==> config.mk <==
export PLATFORM = sky130hd
export DESIGN_NAME = wb_stage_ext_flat
export DESIGN_NICKNAME = d
export VERILOG_FILES = /design/src/rtl/wb_stage_ext_if.sv /design/src/rtl/wb_stage_ext.sv /design/src/flat_wrapper.sv
export SDC_FILE = /design/constraint.sdc
export NUM_CORES = 1
export LEC_CHECK = 0
export CAP_MARGIN = 20
export CORE_UTILIZATION = 45
export DETAILED_ROUTE_END_ITERATION = 7
export DONT_BUFFER_PORTS = 1
export PLACE_DENSITY = 0.66
export SLEW_MARGIN = 20
export SYNTH_ARGS = -nofsm -noshare
export SYNTH_HDL_FRONTEND = slang
export SYNTH_SLANG_ARGS = --single-unit
==> constraint.sdc <==
create_clock -name clk -period 1.8 [get_ports clk]
set_input_delay 0 -clock clk [delete_from_list [all_inputs] [get_ports clk]]
set_output_delay 0 -clock clk [all_outputs]
set_load 0.02 [all_outputs]
==> src/rtl/wb_stage_ext_if.sv <==
// MEM-to-WB bundle: MEM stage results in, registered writeback state and trace tags out.
interface wb_stage_ext_if #(
    parameter int DW   = 32,
    parameter int AW   = 5,
    parameter int TAGW = 4,
    parameter int CNTW = 32
);
    logic            mem_valid;
    logic [AW-1:0]   mem_destR;
    logic [DW-1:0]   mem_aluR;
    logic [DW-1:0]   mem_mdata;
    logic            mem_wreg;
    logic            mem_m2reg;
    logic [1:0]      mem_ldsize;
    logic            mem_ldsign;
    logic            wb_stall;
    logic            wb_flush;
    logic [TAGW-1:0] MEM_ins_type;
    logic [TAGW-1:0] MEM_ins_number;

    logic            wb_valid;
    logic            wb_wreg;
    logic [AW-1:0]   wb_destR;
    logic [DW-1:0]   wb_dest;
    logic [TAGW-1:0] WB_ins_type;
    logic [TAGW-1:0] WB_ins_number;
    logic [CNTW-1:0] wb_retired;

    modport master (
        output mem_valid, mem_destR, mem_aluR, mem_mdata, mem_wreg, mem_m2reg,
               mem_ldsize, mem_ldsign, wb_stall, wb_flush, MEM_ins_type, MEM_ins_number,
        input  wb_valid, wb_wreg, wb_destR, wb_dest, WB_ins_type, WB_ins_number, wb_retired
    );

    modport slave (
        input  mem_valid, mem_destR, mem_aluR, mem_mdata, mem_wreg, mem_m2reg,
               mem_ldsize, mem_ldsign, wb_stall, wb_flush, MEM_ins_type, MEM_ins_number,
        output wb_valid, wb_wreg, wb_destR, wb_dest, WB_ins_type, WB_ins_number, wb_retired
    );
endinterface

==> src/rtl/wb_stage_ext.sv <==
// Writeback pipeline register: load-data alignment/extension, write-enable qualification,
// stall/flush handling and a retired-instruction counter.
module wb_stage_ext #(
    parameter int DW   = 32,
    parameter int AW   = 5,
    parameter int TAGW = 4,
    parameter int CNTW = 32
) (
    input logic           clk,
    input logic           rst,
    wb_stage_ext_if.slave bus
);
    localparam int              OFFW      = $clog2(DW / 8);
    localparam logic [OFFW-1:0] HALF_MASK = ~OFFW'(1);
    localparam logic [OFFW-1:0] WORD_MASK = ~OFFW'(3);
    localparam logic [DW-1:0]   MASK8     = DW'(8'hFF);
    localparam logic [DW-1:0]   MASK16    = DW'(16'hFFFF);
    localparam logic [DW-1:0]   MASK32    = DW'(32'hFFFF_FFFF);

    // Misaligned offsets are aligned down by masking; with DW=32 a full load equals word32.
    function automatic logic [DW-1:0] load_extend(
        input logic [DW-1:0]   word,
        input logic [OFFW-1:0] off,
        input logic [1:0]      size,
        input logic            sgn
    );
        logic [DW-1:0] sh;
        logic [DW-1:0] mask;
        logic          msb;
        sh   = word;
        mask = '1;
        msb  = 1'b0;
        case (size)
            2'b00: begin
                sh   = word >> {off, 3'b000};
                mask = MASK8;
                msb  = sh[7];
            end
            2'b01: begin
                sh   = word >> {off & HALF_MASK, 3'b000};
                mask = MASK16;
                msb  = sh[15];
            end
            2'b10: begin
                sh   = word >> {off & WORD_MASK, 3'b000};
                mask = MASK32;
                msb  = sh[31];
            end
            default: begin
                sh   = word;
                mask = '1;
                msb  = 1'b0;
            end
        endcase
        return (sgn && msb) ? (sh | ~mask) : (sh & mask);
    endfunction

    logic [DW-1:0]   data_p0;
    logic            wreg_p0;

    logic            vld_p1;
    logic            wreg_p1;
    logic [AW-1:0]   dest_r_p1;
    logic [DW-1:0]   data_p1;
    logic [TAGW-1:0] type_p1;
    logic [TAGW-1:0] num_p1;
    logic [CNTW-1:0] retired_p1;

    always_comb begin
        data_p0 = bus.mem_aluR;
        if (bus.mem_m2reg)
            data_p0 = load_extend(bus.mem_mdata, bus.mem_aluR[OFFW-1:0],
                                  bus.mem_ldsize, bus.mem_ldsign);
        wreg_p0 = bus.mem_valid && bus.mem_wreg && (bus.mem_destR != '0);
    end

    // p0 -> p1: reset beats flush, flush beats stall, stall beats load
    always_ff @(posedge clk) begin
        if (!rst) begin
            vld_p1     <= 1'b0;
            wreg_p1    <= 1'b0;
            dest_r_p1  <= '0;
            data_p1    <= '0;
            type_p1    <= '0;
            num_p1     <= '0;
            retired_p1 <= '0;
        end else if (bus.wb_flush) begin
            vld_p1  <= 1'b0;
            wreg_p1 <= 1'b0;
        end else if (!bus.wb_stall) begin
            vld_p1    <= bus.mem_valid;
            wreg_p1   <= wreg_p0;
            dest_r_p1 <= bus.mem_destR;
            data_p1   <= data_p0;
            type_p1   <= bus.MEM_ins_type;
            num_p1    <= bus.MEM_ins_number;
            if (bus.mem_valid)
                retired_p1 <= retired_p1 + CNTW'(1);
        end
    end

    assign bus.wb_valid      = vld_p1;
    assign bus.wb_wreg       = wreg_p1;
    assign bus.wb_destR      = dest_r_p1;
    assign bus.wb_dest       = data_p1;
    assign bus.WB_ins_type   = type_p1;
    assign bus.WB_ins_number = num_p1;
    assign bus.wb_retired    = retired_p1;
endmodule

==> src/flat_wrapper.sv <==
// flat-port wrapper written by rule: the top's interface ports become plain ports
module wb_stage_ext_flat 
#(
    parameter int DW   = 32,
    parameter int AW   = 5,
    parameter int TAGW = 4,
    parameter int CNTW = 32
)
  (clk, rst, bus_mem_valid, bus_mem_destR, bus_mem_aluR, bus_mem_mdata, bus_mem_wreg, bus_mem_m2reg, bus_mem_ldsize, bus_mem_ldsign, bus_wb_stall, bus_wb_flush, bus_MEM_ins_type, bus_MEM_ins_number, bus_wb_valid, bus_wb_wreg, bus_wb_destR, bus_wb_dest, bus_WB_ins_type, bus_WB_ins_number, bus_wb_retired);
  wb_stage_ext_if #(.DW(DW), .AW(AW), .TAGW(TAGW), .CNTW(CNTW)) bus_i ();
  input logic clk;
  input logic rst;
  input wire logic [$bits(bus_i.mem_valid)-1:0] bus_mem_valid;
  input wire logic [$bits(bus_i.mem_destR)-1:0] bus_mem_destR;
  input wire logic [$bits(bus_i.mem_aluR)-1:0] bus_mem_aluR;
  input wire logic [$bits(bus_i.mem_mdata)-1:0] bus_mem_mdata;
  input wire logic [$bits(bus_i.mem_wreg)-1:0] bus_mem_wreg;
  input wire logic [$bits(bus_i.mem_m2reg)-1:0] bus_mem_m2reg;
  input wire logic [$bits(bus_i.mem_ldsize)-1:0] bus_mem_ldsize;
  input wire logic [$bits(bus_i.mem_ldsign)-1:0] bus_mem_ldsign;
  input wire logic [$bits(bus_i.wb_stall)-1:0] bus_wb_stall;
  input wire logic [$bits(bus_i.wb_flush)-1:0] bus_wb_flush;
  input wire logic [$bits(bus_i.MEM_ins_type)-1:0] bus_MEM_ins_type;
  input wire logic [$bits(bus_i.MEM_ins_number)-1:0] bus_MEM_ins_number;
  output wire logic [$bits(bus_i.wb_valid)-1:0] bus_wb_valid;
  output wire logic [$bits(bus_i.wb_wreg)-1:0] bus_wb_wreg;
  output wire logic [$bits(bus_i.wb_destR)-1:0] bus_wb_destR;
  output wire logic [$bits(bus_i.wb_dest)-1:0] bus_wb_dest;
  output wire logic [$bits(bus_i.WB_ins_type)-1:0] bus_WB_ins_type;
  output wire logic [$bits(bus_i.WB_ins_number)-1:0] bus_WB_ins_number;
  output wire logic [$bits(bus_i.wb_retired)-1:0] bus_wb_retired;
  assign bus_i.mem_valid = bus_mem_valid;
  assign bus_i.mem_destR = bus_mem_destR;
  assign bus_i.mem_aluR = bus_mem_aluR;
  assign bus_i.mem_mdata = bus_mem_mdata;
  assign bus_i.mem_wreg = bus_mem_wreg;
  assign bus_i.mem_m2reg = bus_mem_m2reg;
  assign bus_i.mem_ldsize = bus_mem_ldsize;
  assign bus_i.mem_ldsign = bus_mem_ldsign;
  assign bus_i.wb_stall = bus_wb_stall;
  assign bus_i.wb_flush = bus_wb_flush;
  assign bus_i.MEM_ins_type = bus_MEM_ins_type;
  assign bus_i.MEM_ins_number = bus_MEM_ins_number;
  assign bus_wb_valid = bus_i.wb_valid;
  assign bus_wb_wreg = bus_i.wb_wreg;
  assign bus_wb_destR = bus_i.wb_destR;
  assign bus_wb_dest = bus_i.wb_dest;
  assign bus_WB_ins_type = bus_i.WB_ins_type;
  assign bus_WB_ins_number = bus_i.WB_ins_number;
  assign bus_wb_retired = bus_i.wb_retired;
  wb_stage_ext #(.DW(DW), .AW(AW), .TAGW(TAGW), .CNTW(CNTW)) u_core (.clk(clk), .rst(rst), .bus(bus_i));
endmodule
## Word level (Yosys, flattened, before mapping)

Cells that the tools add are included.

| cells by class | value |
|---|---|
| shift-type cells | 2 |
| muxes and demuxes | 8 |
| $add $sub $neg | 1 |
| bitwise gates (word level) | 6 |
| reduce and logical (&&, ||, !) cells | 8 |
| eq/ne operators | 2 |

Operators with widths:

| kind | number |
|---|---|
| two-way mux 32 bit | 4 |
| one-hot mux 32 bit (2 select lines) | 2 |
| right shift 32 x 5 -> 32 bit | 2 |
| adder 32 x 1 -> 32 bit (second input constant) | 1 |
| bitwise AND 32 bit | 1 |
| NOT 32 bit | 1 |
| bitwise OR 32 bit | 1 |
| nonzero test 5 bit | 1 |
| logical AND 1 bit | 3 |
| NOT 1 bit | 3 |
| one-hot mux 1 bit (3 select lines) | 1 |
| AND reduction 3 bit | 1 |
| equality test 2 x 1 -> 1 bit (second input constant) | 1 |
| equality test 2 bit (second input constant) | 1 |
| logical NOT 2 bit | 1 |
| AND reduction 2 bit | 1 |
| OR reduction 2 bit | 1 |
| two-way mux 1 bit | 1 |

| storage, ports and cells | value |
|---|---|
| logic and storage cells | 34 |
| bits of input ports | 87 |
| bits in registers | 79 |

## Logic depth before layout (Yosys ltp)

Gate-level depths: netlist (run 1).

| logic depth | value |
|---|---|
| depth after elaboration | 7 |
| gate-level depth with buffers | 7 |
| gate-level depth less buffers | 4 |

## Worst setup path after synthesis (run 1)

OpenSTA, ideal clock, no wires.

| timing path | value |
|---|---|
| kind | reg-to-reg |
| start | reg u_core.retired_p1[10] (netlist: u_core.bus.wb_retired[10]) |
| end | reg u_core.retired_p1[28] (netlist: u_core.bus.wb_retired[28]) |
| setup slack | -0.201 ns |
| cell stages (with the launch flop) | 7 |
| data arrival time | 1.866 ns |
| library setup time | 0.135 ns |
| period minus slack after synthesis | 2.001 ns |
| path buffers | 2 |
| cells stage by stage | dfxtp_1 -> nand4_1 -> or4_1 -> buf_2 -> buf_2 -> o311ai_0 -> o41ai_1 |

| between the ends | value |
|---|---|
| longest elaborated chain between the ends | 1 |

RTL lines:

| item | line | source |
|---|---|---|
| start, declared | wb_stage_ext.sv:67 | `logic [CNTW-1:0] retired_p1;` |
| start signal, assigned | wb_stage_ext.sv:98 | `retired_p1 <= retired_p1 + CNTW'(1);` |
| adder 32 x 1 -> 32 bit | wb_stage_ext.sv:98 |  |

No other way between the ends.
A chain may end at the register's enable or synchronous reset.

## Final worst setup path (run 1)

| timing path | value |
|---|---|
| start | reg u_core.retired_p1[10] (netlist: u_core.bus.wb_retired[10]) |
| end | reg u_core.retired_p1[23] (netlist: u_core.bus.wb_retired[23]) |

The elaborated chain is that of the path after synthesis.

==> results.rst, run 1 <==
.. list-table::
   :header-rows: 1

   * - Metric
     - Value
   * - Run status
     - finished, violations left
   * - CP endpoint kind
     - flop
   * - EDFF count, synth
     - 0
   * - Gr ovfl total
     - 0
   * - Leading register cell type out of synthesis
     - dfxtp_1
   * - Minimum clock period
     - 1.81 ns
   * - Starting Density
     - 0.462
   * - Layout cells sized above 1
     - 0.173
   * - Max_cap viols
     - 0
   * - Total wirelength of the detailed-routed design
     - between 10000 and 15000 um
   * - Clk root buf
     - clkbuf_8
   * - Clock latency on the worst-skew pair
     - ~0.36 ns
   * - Pin count of the biggest net entering global routing
     - 50
   * - Worst hold start
     - bus_mem_m2reg
   * - Wire length of the first global-routing pass
     - 21700 um
   * - Post-synthesis instance area
     - around 0.0042 mm2
   * - DRC violations left
     - 0
   * - Total Routing Usage GR
     - 0.280
   * - Data arrival time of the worst path
     - between 2 and 2.5 ns
   * - Setup Viol. Count Final
     - 3
   * - Area after DPL
     - roughly 0.0046 mm2
   * - Worst VDD drop
     - around 370 uV
   * - Highest attainable clock frequency
     - between 500 and 600 MHz
   * - Net Count, Synth
     - about 630
   * - Filler cells
     - around 810
   * - Met3 wire len
     - between 900 and 1000 um
   * - Deepest level of the CTS H-tree
     - 3
   * - Worst reg-to-reg path cell count
     - 5
   * - Count of vias placed by the detailed router
     - 4515
   * - Maximum fanout encountered on the critical timing path
     - 5
   * - Vias in the first global route
     - between 4000 and 5000
   * - CTS clock-pin slew for the worst setup and hold paths
     - roughly 0.090 ns
   * - Number of placed I/O pins
     - about 170
   * - Post-DP HPWL
     - 8690 um
   * - Total routed wire length on the met1 layer
     - around 5700 um
   * - Routed via count divided by cell count
     - 6.01
   * - TritonCTS buffer count
     - 9
   * - TritonCTS Sinks
     - 79
   * - Count of cell types in the netlist
     - 45
   * - Crit path launch type
     - flop
   * - Final instance area
     - approximately 0.0057 mm2
   * - Final clock skew
     - 0.0143 ns
   * - Area of the die
     - a little under 0.01 mm2
   * - Violations in the final reports
     - setup timing
   * - Final weighted congestion in routability-driven placement
     - approximately 0.88
   * - Uppermost routed layer
     - met4
   * - Area growth from synthesis to final layout
     - 35.5%
   * - Worst-case setup slack after placement
     - -0.0674 ns
   * - Critical R2R Launch
     - u_core.bus.wb_retired[10]
   * - Diodes inserted
     - 0
   * - Overall die width
     - 99.0 um
   * - TritonRoute pass-1 iters
     - 5
   * - Number of port buffers
     - 0
   * - RSZ-0062 raised after global routing
     - true
   * - Mean Syn Cell Area
     - 7.78 um2
   * - Critical path type
     - reg2reg
   * - Worst hold path endpoint
     - u_core.bus.wb_dest[5]
   * - Path type of the worst min-delay path
     - in2reg
   * - Yosys warning total
     - 0
   * - Synth Instances
     - between 500 and 600
   * - Worst Hold Path Cells
     - 3
   * - Critical path required time
     - roughly 2.1 ns
   * - Post-Route Utilization
     - 0.627
   * - Total number of nets in the final design
     - approximately 720
   * - R2R setup slack
     - -0.009 ns
   * - Drt first-iter violations
     - roughly 180
   * - Remaining antenna violation count after routing
     - 0
   * - Antenna violations before repair
     - 0
   * - Core area
     - roughly 0.009 mm2
   * - Capturing point of the worst reg2reg path
     - u_core.bus.wb_retired[23]
   * - Final cycle utilization of the critical path
     - 1.01
   * - Count of state elements after synthesis
     - 79
   * - Clock tree from TritonCTS
     - done
   * - Worst relative slew slack
     - 0.393
   * - Static Leakage
     - about 2.4 nW
   * - Wirelength per Cell
     - about 19 um
   * - Fraction of registers with async set or reset after synthesis
     - 0
   * - Area used by multi-input combinational logic
     - roughly 0.0026 mm2
   * - Slew of the pin with the lowest slew margin
     - approximately 0.91 ns
   * - Vertical extent of the die
     - a little under 100 um
   * - Pins Over Slew Limit
     - 0
   * - Sequential cell area
     - between 0.0015 and 0.002 mm2
   * - P per Cell Area
     - about 680 mW/mm2
   * - Count of endpoints failing hold in the final timing report
     - 0
   * - Total met2 wirelength after detailed routing
     - a little under 7000 um
   * - Placement Rows
     - 35
   * - Deepest clock path buffer count
     - 2
   * - Sequential cell area fraction in the yosys report
     - 0.374
   * - Post-route setup slack
     - -0.00929 ns
[cell usage after synthesis, types with 2 or more instances]
library cell	number	area, um2
and2_1	4	25.0
mux2i_1	11	110
o31ai_1	8	60.1
nor4_1	2	12.5
o211a_1	16	160
nand3_1	14	70.1
o211ai_1	8	60.1
mux4_2	2	45.0
a21oi_1	41	205
clkbuf_1	41	154
a221oi_1	2	17.5
o41ai_1	5	43.8
a311oi_1	8	70.1
or3_1	7	43.8
and4_1	4	35.0
nor2_1	13	48.8
dfxtp_1	79	1580
nand2b_1	12	75.1
buf_2	5	25.0
nor2b_1	12	75.1
xor2_1	8	70.1
o311ai_0	6	52.6
inv_1	9	33.8
o21ai_0	47	235
or4_1	9	67.6
nand2_1	122	458
nand3b_1	6	45.0
a31o_2	8	70.1
and3b_1	8	70.1
nand4_1	9	56.3
o221ai_1	4	35.0
[worst max path at each step]
stage | endpoint | slack, ns | cells after the start | from
detailed placement | u_core.bus.wb_retired[26] | -0.07 | 5 | u_core.bus.wb_retired[12]
finish | u_core.bus.wb_retired[23] | -0.009 | 5 | u_core.bus.wb_retired[10]
CTS | u_core.bus.wb_retired[30] | 0.003 | 6 | u_core.bus.wb_retired[10]
global route | u_core.bus.wb_retired[26] | -0.07 | 6 | u_core.bus.wb_retired[11]
floorplan | u_core.bus.wb_retired[26] | 0.0002 | 5 | u_core.bus.wb_retired[15]
global placement | u_core.bus.wb_retired[26] | -0.05 | 5 | u_core.bus.wb_retired[12]
[power breakdown]
| part | total, mW | switching [mW] | internal [mW] |
|---|---|---|---|
| clock network | 1.50 | 0.708 | 0.787 |
| registers | 1.90 | 0.106 | 1.79 |
| logic | 0.489 | 0.232 | 0.256 |
[layer usage]
metal | vias to the layer above | GRT usage
met5 | - | 0
met1 | 2155 | 0.318
met2 | 171 | 0.478
met3 | 44 | 0.0709
li1 | 2145 | -
met4 | 0 | 0.162
[worst max-delay path: stages (launching register included)]
cell	delay, ns
dfxtp_4	0.35
nand4_1	0.15
or4_4	0.56
buf_2	0.19
or3_1	0.37
a21oi_1	0.14
[stage by stage]
step,hold WS [ns],TNS [ns],power [mW],instances
3_5_place_dp,0.133,-0.151,2.26,654
4_1_cts,0.00432,0,3.88,748
3_3_place_gp,0.129,-0.0915,2.24,653
6_report,0.0224,-0.0141,3.88,751
2_1_floorplan,0.134,0,2.22,544
5_1_grt,0.0220,-0.369,4.03,751
[timing repair]
item | in CTS | in global routing
setup buffers | 2 | 3
setup endpoints to repair | 6 | 37
cloned | 1 | 0
hold buffers | 75 | 0
endpoints found under the hold margin | 58 | 0
gates resized for setup | 9 | 21
pin swaps | 5 | 4
[cell families after synthesis]
logic type,count (synthesis),share of synthesized area
adder cells (fa/ha/maj),1,0.00296
XOR/XNOR,9,0.0186
AO/OA/AOI/OAI,160,0.253
AND/OR/NAND/NOR,227,0.265
flip-flops,79,0.374
buffers and inverters,55,0.0503
multiplexers,13,0.0367
[state kept, by name (all words and copies together) (netlist names)]
register                  cells
u_core.bus.WB_ins_number      4
u_core.bus.WB_ins_type        4
u_core.bus.wb_dest           32
u_core.bus.wb_destR           5
u_core.bus.wb_retired        32
u_core.bus.wb_valid           1
u_core.bus.wb_wreg            1
[cells in the final DEF (no fill, tap or decap), drive strengths merged, types with 7 or more instances in the layout]
cell         instances
nand2              122
dfxtp               79
dlygate4sd3         72
buf                 52
o21ai               48
a21oi               41
o211a               16
nand3               14
nor2                13
nand2b              12
nor2b               12
mux2i               11
inv                 11
nand4                9
clkbuf               9
or4                  9
xor2                 8
and3b                8
a311oi               8
a31o                 8
o211ai               8
o31ai                8
or3                  7
[final cells by class]
class | instances | area share
Multi-Input combinational cell | 410 | 0.449
Sequential cell | 79 | 0.281
Timing Repair Buffer | 126 | 0.202
Tap cell | 111 | 0.0242
Clock buffer | 9 | 0.0216
Clock inverter | 7 | 0.0164
Inverter | 9 | 0.00589
Power figures use the tool's default switching activity.
==> run 2: changes to the inputs <==
==> constraint.sdc (replaced) <==
create_clock -name clk -period 1.55 [get_ports clk]
set_input_delay 0 -clock clk [delete_from_list [all_inputs] [get_ports clk]]
set_output_delay 0 -clock clk [all_outputs]
set_load 0.02 [all_outputs]
==> run 2 against run 1 <==
Net effect:
- the run still ends with setup timing left
- register-to-register slack got worse by 0.27 ns
- largest power group unchanged
- sequential cell count did not move
- total power is 16% higher
- count of clock-buffer cells in the layout increased by 2
- critical path type unchanged
- non-clock buffer count up 6
- routed wire length down 0.72%
- first-iteration DRC count shrank 19%
- core utilization up 0.082 points
- sequential share of layout area increased by 0.072 points
- via count rose by 0.11%
==> results.rst, run 2 (synthesis results as in run 1) <==
.. list-table::
   :header-rows: 1

   * - Metric
     - Value
   * - Run status
     - finished, violations left
   * - Violations in the final reports
     - setup timing
   * - Data arrival time of the worst path
     - 2.11 ns
   * - Drt first-iter violations
     - 141
   * - Number of placed I/O pins
     - between 150 and 200
   * - Starting Density
     - 0.462
   * - Number of buffer and inverter instances along the worst setup path
     - 1
   * - Total number of cells along the worst setup path
     - 5
   * - Worst setup path endpoint
     - u_core.bus.wb_retired[26]
   * - Wire length of the first global-routing pass
     - 22200 um
   * - Max stage delay cell, worst path
     - or4_4
   * - Pins Over Slew Limit
     - 0
   * - Clk root buf
     - clkbuf_8
   * - Path type of the worst min-delay path
     - in2reg
   * - Setup Viol. Count Final
     - 21
   * - Core area
     - between 0.009 and 0.01 mm2
   * - DRC violations left
     - 0
   * - Static Leakage
     - about 2.4 nW
   * - Maximum fanout encountered on the critical timing path
     - 16
   * - Worst reg-to-reg path cell count
     - 5
   * - Worst relative slew slack
     - 0.414
   * - TritonRoute pass-1 iters
     - 5
   * - Sw Pwr
     - about 1.2 mW
   * - Number of port buffers
     - 0
   * - Highest attainable clock frequency
     - 548 MHz
   * - Worst VDD drop
     - between 400 and 500 uV
   * - Critical R2R Launch
     - u_core.bus.wb_retired[10]
   * - Worst path cell trace
     - nand4_1 -> or4_4 -> buf_8 -> or4_1 -> a21oi_2
   * - Commonest non-fill, non-tap cells in the layout
     - 122 x nand2_1, 74 x dlygate4sd3_1, 68 x dfxtp_1, 49 x buf_4, 44 x o21ai_0
   * - Wirelength per Cell
     - 18.5 um
   * - Clock latency on the worst-skew pair
     - 0.34 ns
   * - Most frequent standard cell in the layout excluding fill and tap cells
     - nand2_1
   * - TritonCTS buffer count
     - 9
   * - Post-route worst hold slack
     - 0.0184 ns
   * - Pin count of the biggest net entering global routing
     - 48
   * - Post-route setup slack
     - -0.274 ns
   * - Final clock skew
     - 0.00574 ns
   * - Minimum clock period
     - roughly 1.8 ns
   * - Deepest clock path buffer count
     - 2
   * - Critical path required time
     - ~1.8 ns
   * - Layout cells sized above 1
     - 0.166
   * - Remaining antenna violation count after routing
     - 0
   * - Overall die width
     - between 90 and 100 um
   * - Total number of nets in the final design
     - ~730
   * - Kind of cell with the highest combined delay on the critical path
     - simple AND/OR/NAND/NOR gates
   * - TritonCTS Sinks
     - just under 80
   * - Launching element of the worst setup path
     - u_core.bus.wb_retired[10]
   * - Internal Dissipation
     - around 3.3 mW
   * - Clock tree from TritonCTS
     - done
   * - CP endpoint kind
     - flop
   * - Total Routing Usage GR
     - 0.287
   * - P per Cell Area
     - about 780 mW/mm2
   * - Deepest level of the CTS H-tree
     - 3
   * - Final weighted congestion in routability-driven placement
     - 0.876
   * - Area after DPL
     - approximately 0.0046 mm2
   * - Placement Rows
     - 35
   * - Area growth from synthesis to final layout
     - 35.7%
   * - Vias in the first global route
     - around 4400
   * - Final cycle utilization of the critical path
     - 1.18
   * - Gr ovfl total
     - 0
   * - Diodes inserted
     - 0
   * - Sequential group share of total power
     - 0.489
   * - R2R setup slack
     - -0.27 ns
   * - Total wirelength of the detailed-routed design
     - 14000 um
   * - Critical path type
     - reg2reg
   * - Clock group share of total power
     - 0.383
   * - CTS clock-pin slew for the worst setup and hold paths
     - approximately 0.08 ns
   * - Portion of total power attributed to combinational logic
     - 0.128
   * - Capturing point of the worst reg2reg path
     - u_core.bus.wb_retired[26]
   * - Final instance area
     - around 0.0057 mm2
   * - Max_cap viols
     - 0
   * - RSZ-0062 raised after global routing
     - true
   * - Share of total power consumed by net switching
     - 0.261
   * - Post-DP HPWL
     - 8950 um
   * - Count of endpoints failing hold in the final timing report
     - 0
   * - Area of the die
     - between 0.009 and 0.01 mm2
   * - Slowest cell delay on critical path
     - about 0.57 ns
   * - Slew of the pin with the lowest slew margin
     - 0.879 ns
   * - Antenna violations before repair
     - 0
   * - Count of vias placed by the detailed router
     - 4520
   * - Crit path launch type
     - flop
   * - Worst-case setup slack after placement
     - -0.271 ns
   * - Routed via count divided by cell count
     - 5.97
   * - Vertical extent of the die
     - approximately 99 um
## run 2: cell types whose count changed in the layout (fill, tap and decap cells not counted), sizes merged
cell | previous run | this run
inv | 11 | 9
clkbuf | 9 | 11
clkinv | 3 | 2
dlymetal6s4s | 2 | 1
buf | 52 | 57
dlygate4sd3 | 72 | 74
clkinvlp | 0 | 1
## run 2: metal layers
metal | up-vias | global-route usage | wire length, um
met5 | - | 0 | 0
met4 | 0 | 0.0999 | 363
met3 | 28 | 0.101 | 1150
li1 | 2161 | - | -
met2 | 183 | 0.493 | 7050
met1 | 2148 | 0.330 | 5470
## run 2: worst min-delay path: stages
cell,delay (ns)
nand2_1,0.04
a311oi_1,0.08
a31o_2,0.20
## run 2: area by class of cell
cell class | count | area [um2]
Multi-Input combinational cell | 410 | 2510
Inverter | 9 | 33.8
Timing Repair Buffer | 132 | 1220
Sequential cell | 79 | 1620
Tap cell | 111 | 139
Clock buffer | 11 | 141
Clock inverter | 5 | 81.3
Fill cell | 800 | 3410
## run 2: metrics by stage
step / TNS, ns / util / power (mW) / cells
6_report: -3.07 / 0.627 / 4.50 / 757
5_1_grt: -4.88 / 0.627 / 4.68 / 757
4_1_cts: -3.78 / 0.617 / 4.52 / 754
3_5_place_dp: -2.80 / 0.507 / 2.62 / 662
3_3_place_gp: -2.23 / 0.507 / 2.60 / 662
2_1_floorplan: -2.23 / - / 2.58 / 544
## run 2: how the worst min path moves through the flow
| stage | start | to | slack (ns) | depth (start not counted) |
|---|---|---|---|---|
| after global routing | bus_mem_ldsize[1] | u_core.bus.wb_dest[8] | 0.01 | 3 |
| after floorplan | bus_wb_stall | u_core.bus.wb_wreg | 0.13 | 2 |
| after global placement | rst | u_core.bus.wb_retired[22] | 0.13 | 1 |
| after CTS | bus_mem_ldsize[1] | u_core.bus.wb_dest[12] | 0.001 | 3 |
| final | bus_mem_ldsize[1] | u_core.bus.wb_dest[12] | 0.02 | 3 |
| after detailed placement | rst | u_core.bus.wb_retired[22] | 0.13 | 1 |
## run 2: power groups by stage
stage	logic, mW	registers [mW]	clock network (mW)
2_1_floorplan	0.344	2.23	0
3_3_place_gp	0.354	2.25	0
3_5_place_dp	0.366	2.25	0
4_1_cts	0.562	2.20	1.76
5_1_grt	0.629	2.21	1.84
6_report	0.574	2.20	1.72
## run 2: timing repair
action                     CTS  global route
hold buffers                76             0
gates cloned                 0             1
hold endpoints to repair    58             0
setup buffers                0             2
resized for setup            5            15
pin swaps                    2             8
setup endpoints to repair   22            33
==> run 3: changes to the inputs <==
--- a/config.mk
+++ b/config.mk
@@ -5,6 +5,7 @@
 export SDC_FILE = /design/constraint.sdc
 export NUM_CORES = 1
 export LEC_CHECK = 0
+export ABC_AREA = 1
 export CAP_MARGIN = 20
 export CORE_UTILIZATION = 45
 export DETAILED_ROUTE_END_ITERATION = 7
==> run 3 against run 2 <==
Net effect:
- the flow now finishes without violations
- critical path type is now in2reg
- sequential share of layout area decreased by 1.7 points
- critical endpoint is now u_core.bus.wb_dest[20]
- maximum frequency rose by 22%
- largest cell class unchanged
- clock power decreased by 17%
==> results.rst, run 3 <==
.. list-table::
   :header-rows: 1

   * - Metric
     - Value
   * - Run status
     - complete, no violations
   * - Critical R2R Launch
     - u_core.bus.wb_retired[8]
   * - TritonCTS buffer count
     - 9
   * - CTS clock-pin slew for the worst setup and hold paths
     - around 0.10 ns
   * - P per Cell Area
     - 709 mW/mm2
   * - Sequential cell area fraction in the yosys report
     - 0.348
   * - Worst hold start
     - bus_mem_m2reg
   * - Total wirelength of the detailed-routed design
     - about 16000 um
   * - Proportion of netlist area held by the largest area contributor
     - 0.348
   * - Count of endpoints failing hold in the final timing report
     - 0
   * - Number of placed I/O pins
     - between 150 and 200
   * - Wire length of the first global-routing pass
     - ~24000 um
   * - Launching element of the worst setup path
     - bus_wb_flush
   * - Setup Viol. Count Final
     - 0
   * - Area of the die
     - about 0.011 mm2
   * - Gr ovfl total
     - 0
   * - Critical path required time
     - between 1.5 and 2 ns
   * - Wirelength per Cell
     - ~16 um
   * - Final cycle utilization of the critical path
     - 0.961
   * - CP endpoint kind
     - flop
   * - DP Cell Count
     - ~890
   * - Total Routing Usage GR
     - 0.288
   * - Filler cells
     - 892
   * - Most frequent standard cell in the layout excluding fill and tap cells
     - nand2_1
   * - Post-route setup slack
     - around 0.06 ns
   * - Vertical extent of the die
     - approximately 100 um
   * - Core area
     - around 0.0098 mm2
   * - Number of port buffers
     - 0
   * - Starting Density
     - 0.466
   * - Minimum clock period
     - 1.49 ns
   * - Data arrival time of the worst path
     - ~1.8 ns
   * - Cell types with the highest counts after synthesis
     - 222 x nand2_1, 136 x nor2_1, 93 x a21oi_1
   * - Antenna violations before repair
     - 0
   * - Area growth from synthesis to final layout
     - 34.1%
   * - Max_cap viols
     - 0
   * - Routed via count divided by cell count
     - ~5.4
   * - Layout cells sized above 1
     - 0.167
   * - Deepest clock path buffer count
     - 2
   * - Cell with the most instances after synthesis
     - nand2_1
   * - Synth Instances
     - between 700 and 800
   * - Leading register cell type out of synthesis
     - dfxtp_1
   * - Total number of nets in the final design
     - between 900 and 1000
   * - Pin count of the biggest net entering global routing
     - 74
   * - Critical path type
     - in2reg
   * - Clk root buf
     - clkbuf_8
   * - Count of placed standard cells in the final layout, fillers left out
     - just under 1000
   * - Placement Rows
     - 36
   * - Worst hold path endpoint
     - u_core.bus.wb_dest[5]
   * - Final weighted congestion in routability-driven placement
     - 0.950
   * - Net Count, Synth
     - 833
   * - Maximum fanout encountered on the critical timing path
     - 19
   * - Worst reg-to-reg path cell count
     - 9
   * - Clock tree from TritonCTS
     - done
   * - Commonest non-fill, non-tap cells in the layout
     - 217 x nand2_1, 125 x nor2_1, 92 x a21oi_1, 77 x dlygate4sd3_1, 60 x dfxtp_1
   * - Static Leakage
     - between 2 and 2.5 nW
   * - Clock latency on the worst-skew pair
     - about 0.35 ns
   * - Deepest level of the CTS H-tree
     - 3
   * - Cell types with the largest area share after synthesis
     - dfxtp_1 35%, nand2_1 18%, nor2_1 11%
   * - Path type of the worst min-delay path
     - in2reg
   * - RSZ-0062 raised after global routing
     - true
   * - R2R setup slack
     - 0.09 ns
   * - Count of state elements after synthesis
     - between 70 and 80
   * - Overall die width
     - 103 um
   * - EDFF count, synth
     - 0
   * - Capturing point of the worst reg2reg path
     - u_core.bus.wb_retired[22]
   * - Diodes inserted
     - 0
   * - Fraction of registers with async set or reset after synthesis
     - 0
   * - Library cell occupying the most area in the post-synthesis netlist
     - dfxtp_1
   * - Power Total
     - about 4.3 mW
   * - Remaining antenna violation count after routing
     - 0
   * - Final clock skew
     - approximately 0.012 ns
   * - Drt first-iter violations
     - between 300 and 400
   * - Mean Syn Cell Area
     - around 6.1 um2
   * - Post-DP HPWL
     - ~10000 um
   * - Crit path launch type
     - input port
   * - Worst VDD drop
     - around 530 uV
   * - Pins Over Slew Limit
     - 0
   * - Highest attainable clock frequency
     - 671 MHz
   * - DRC violations left
     - 0
   * - Post-synthesis instance area
     - 0.00455 mm2
   * - Worst relative slew slack
     - 0.697
   * - Count of vias placed by the detailed router
     - around 5300
   * - Count of cell types in the netlist
     - just over 40
   * - Worst Hold Path Cells
     - 4
   * - Worst-case setup slack after placement
     - -0.0725 ns
   * - Yosys warning total
     - 0
   * - Vias in the first global route
     - a little over 5000
   * - TritonRoute pass-1 iters
     - 7
   * - Slew of the pin with the lowest slew margin
     - between 0.4 and 0.5 ns
   * - TritonCTS Sinks
     - 79
## run 3: cell count changes in the layout (fill, tap and decap cells not counted), sizes merged, moves of 11 or more
| cell | delta |
|---|---|
| inv | +40 |
| o211a | -16 |
| nand2 | +104 |
| nor3 | +16 |
| nor2 | +132 |
| a21oi | +52 |
| nand2b | -12 |
| nand3 | +15 |
| mux2i | -11 |
| nor2b | -12 |
## run 3: logic make-up after synthesis
kind of cell | synth area share
simple gates | 0.399
compound gates | 0.169
buf+inv | 0.0742
flops | 0.348
xor+xnor | 0.00770
fa+ha+maj | 0.00275
## run 3: timing repair
action | CTS | global route
setup buffers | 0 | 3
hold buffers | 79 | 0
pin swaps | 0 | 5
hold endpoints to repair | 65 | 0
setup endpoints to repair | 3 | 36
resized for setup | 2 | 47
cloned | 0 | 2
## run 3: layout make-up
| cell class | count | area (um2) | share of cell area |
|---|---|---|---|
| sequential | 79 | 1610 | 0.264 |
| multi-input combinational | 583 | 2730 | 0.447 |
| tap | 133 | 166 | 0.0273 |
| clock buffer | 9 | 124 | 0.0203 |
| clock inverter | 6 | 45.0 | 0.00738 |
| inverter | 48 | 180 | 0.0295 |
| timing repair buffer | 129 | 1250 | 0.204 |
## run 3: metal layers
metal	GRT usage	part of all wire	routed length, um	vias to the layer above
met5	0	0	0	-
met4	0.110	0.025	386	0
met3	0.0739	0.079	1230	33
met2	0.482	0.49	7530	226
met1	0.356	0.41	6370	2468
li1	-	-	-	2613
## run 3: worst max-delay path by stage
stage                           endpoint  slack [ns]
5_1_grt        u_core.bus.wb_retired[24]       -0.03
2_1_floorplan  u_core.bus.wb_retired[12]        0.03
3_5_place_dp   u_core.bus.wb_retired[12]       -0.07
3_3_place_gp   u_core.bus.wb_retired[12]        0.03
6_report          u_core.bus.wb_dest[20]        0.06
4_1_cts        u_core.bus.wb_retired[12]        0.01
## run 3: critical path, stage by stage
cell and delay [ns]:
dlygate4sd3_1 0.55, inv_1 0.11, nand2_4 0.08, buf_12 0.16
nor2_1 0.08, nand2_1 0.06, dlygate4sd3_1 0.58, a21oi_2 0.15
## run 3: report_power, final
group / internal (mW) / total [mW] / switching (mW)
Combinational: 0.315 / 0.676 / 0.361
Sequential: 2.10 / 2.23 / 0.136
Clock: 0.586 / 1.42 / 0.830
## run 3: per-stage QoR
stage	TNS [ns]	area, um2	hold slack (ns)	util
3_3_place_gp	0	4920	0.129	0.504
6_report	0	6100	0.00954	0.624
4_1_cts	0	5910	0.000814	0.604
3_5_place_dp	-0.127	4920	0.131	0.504
2_1_floorplan	0	4550	0.135	-
5_1_grt	-0.0715	6100	0.00677	0.624
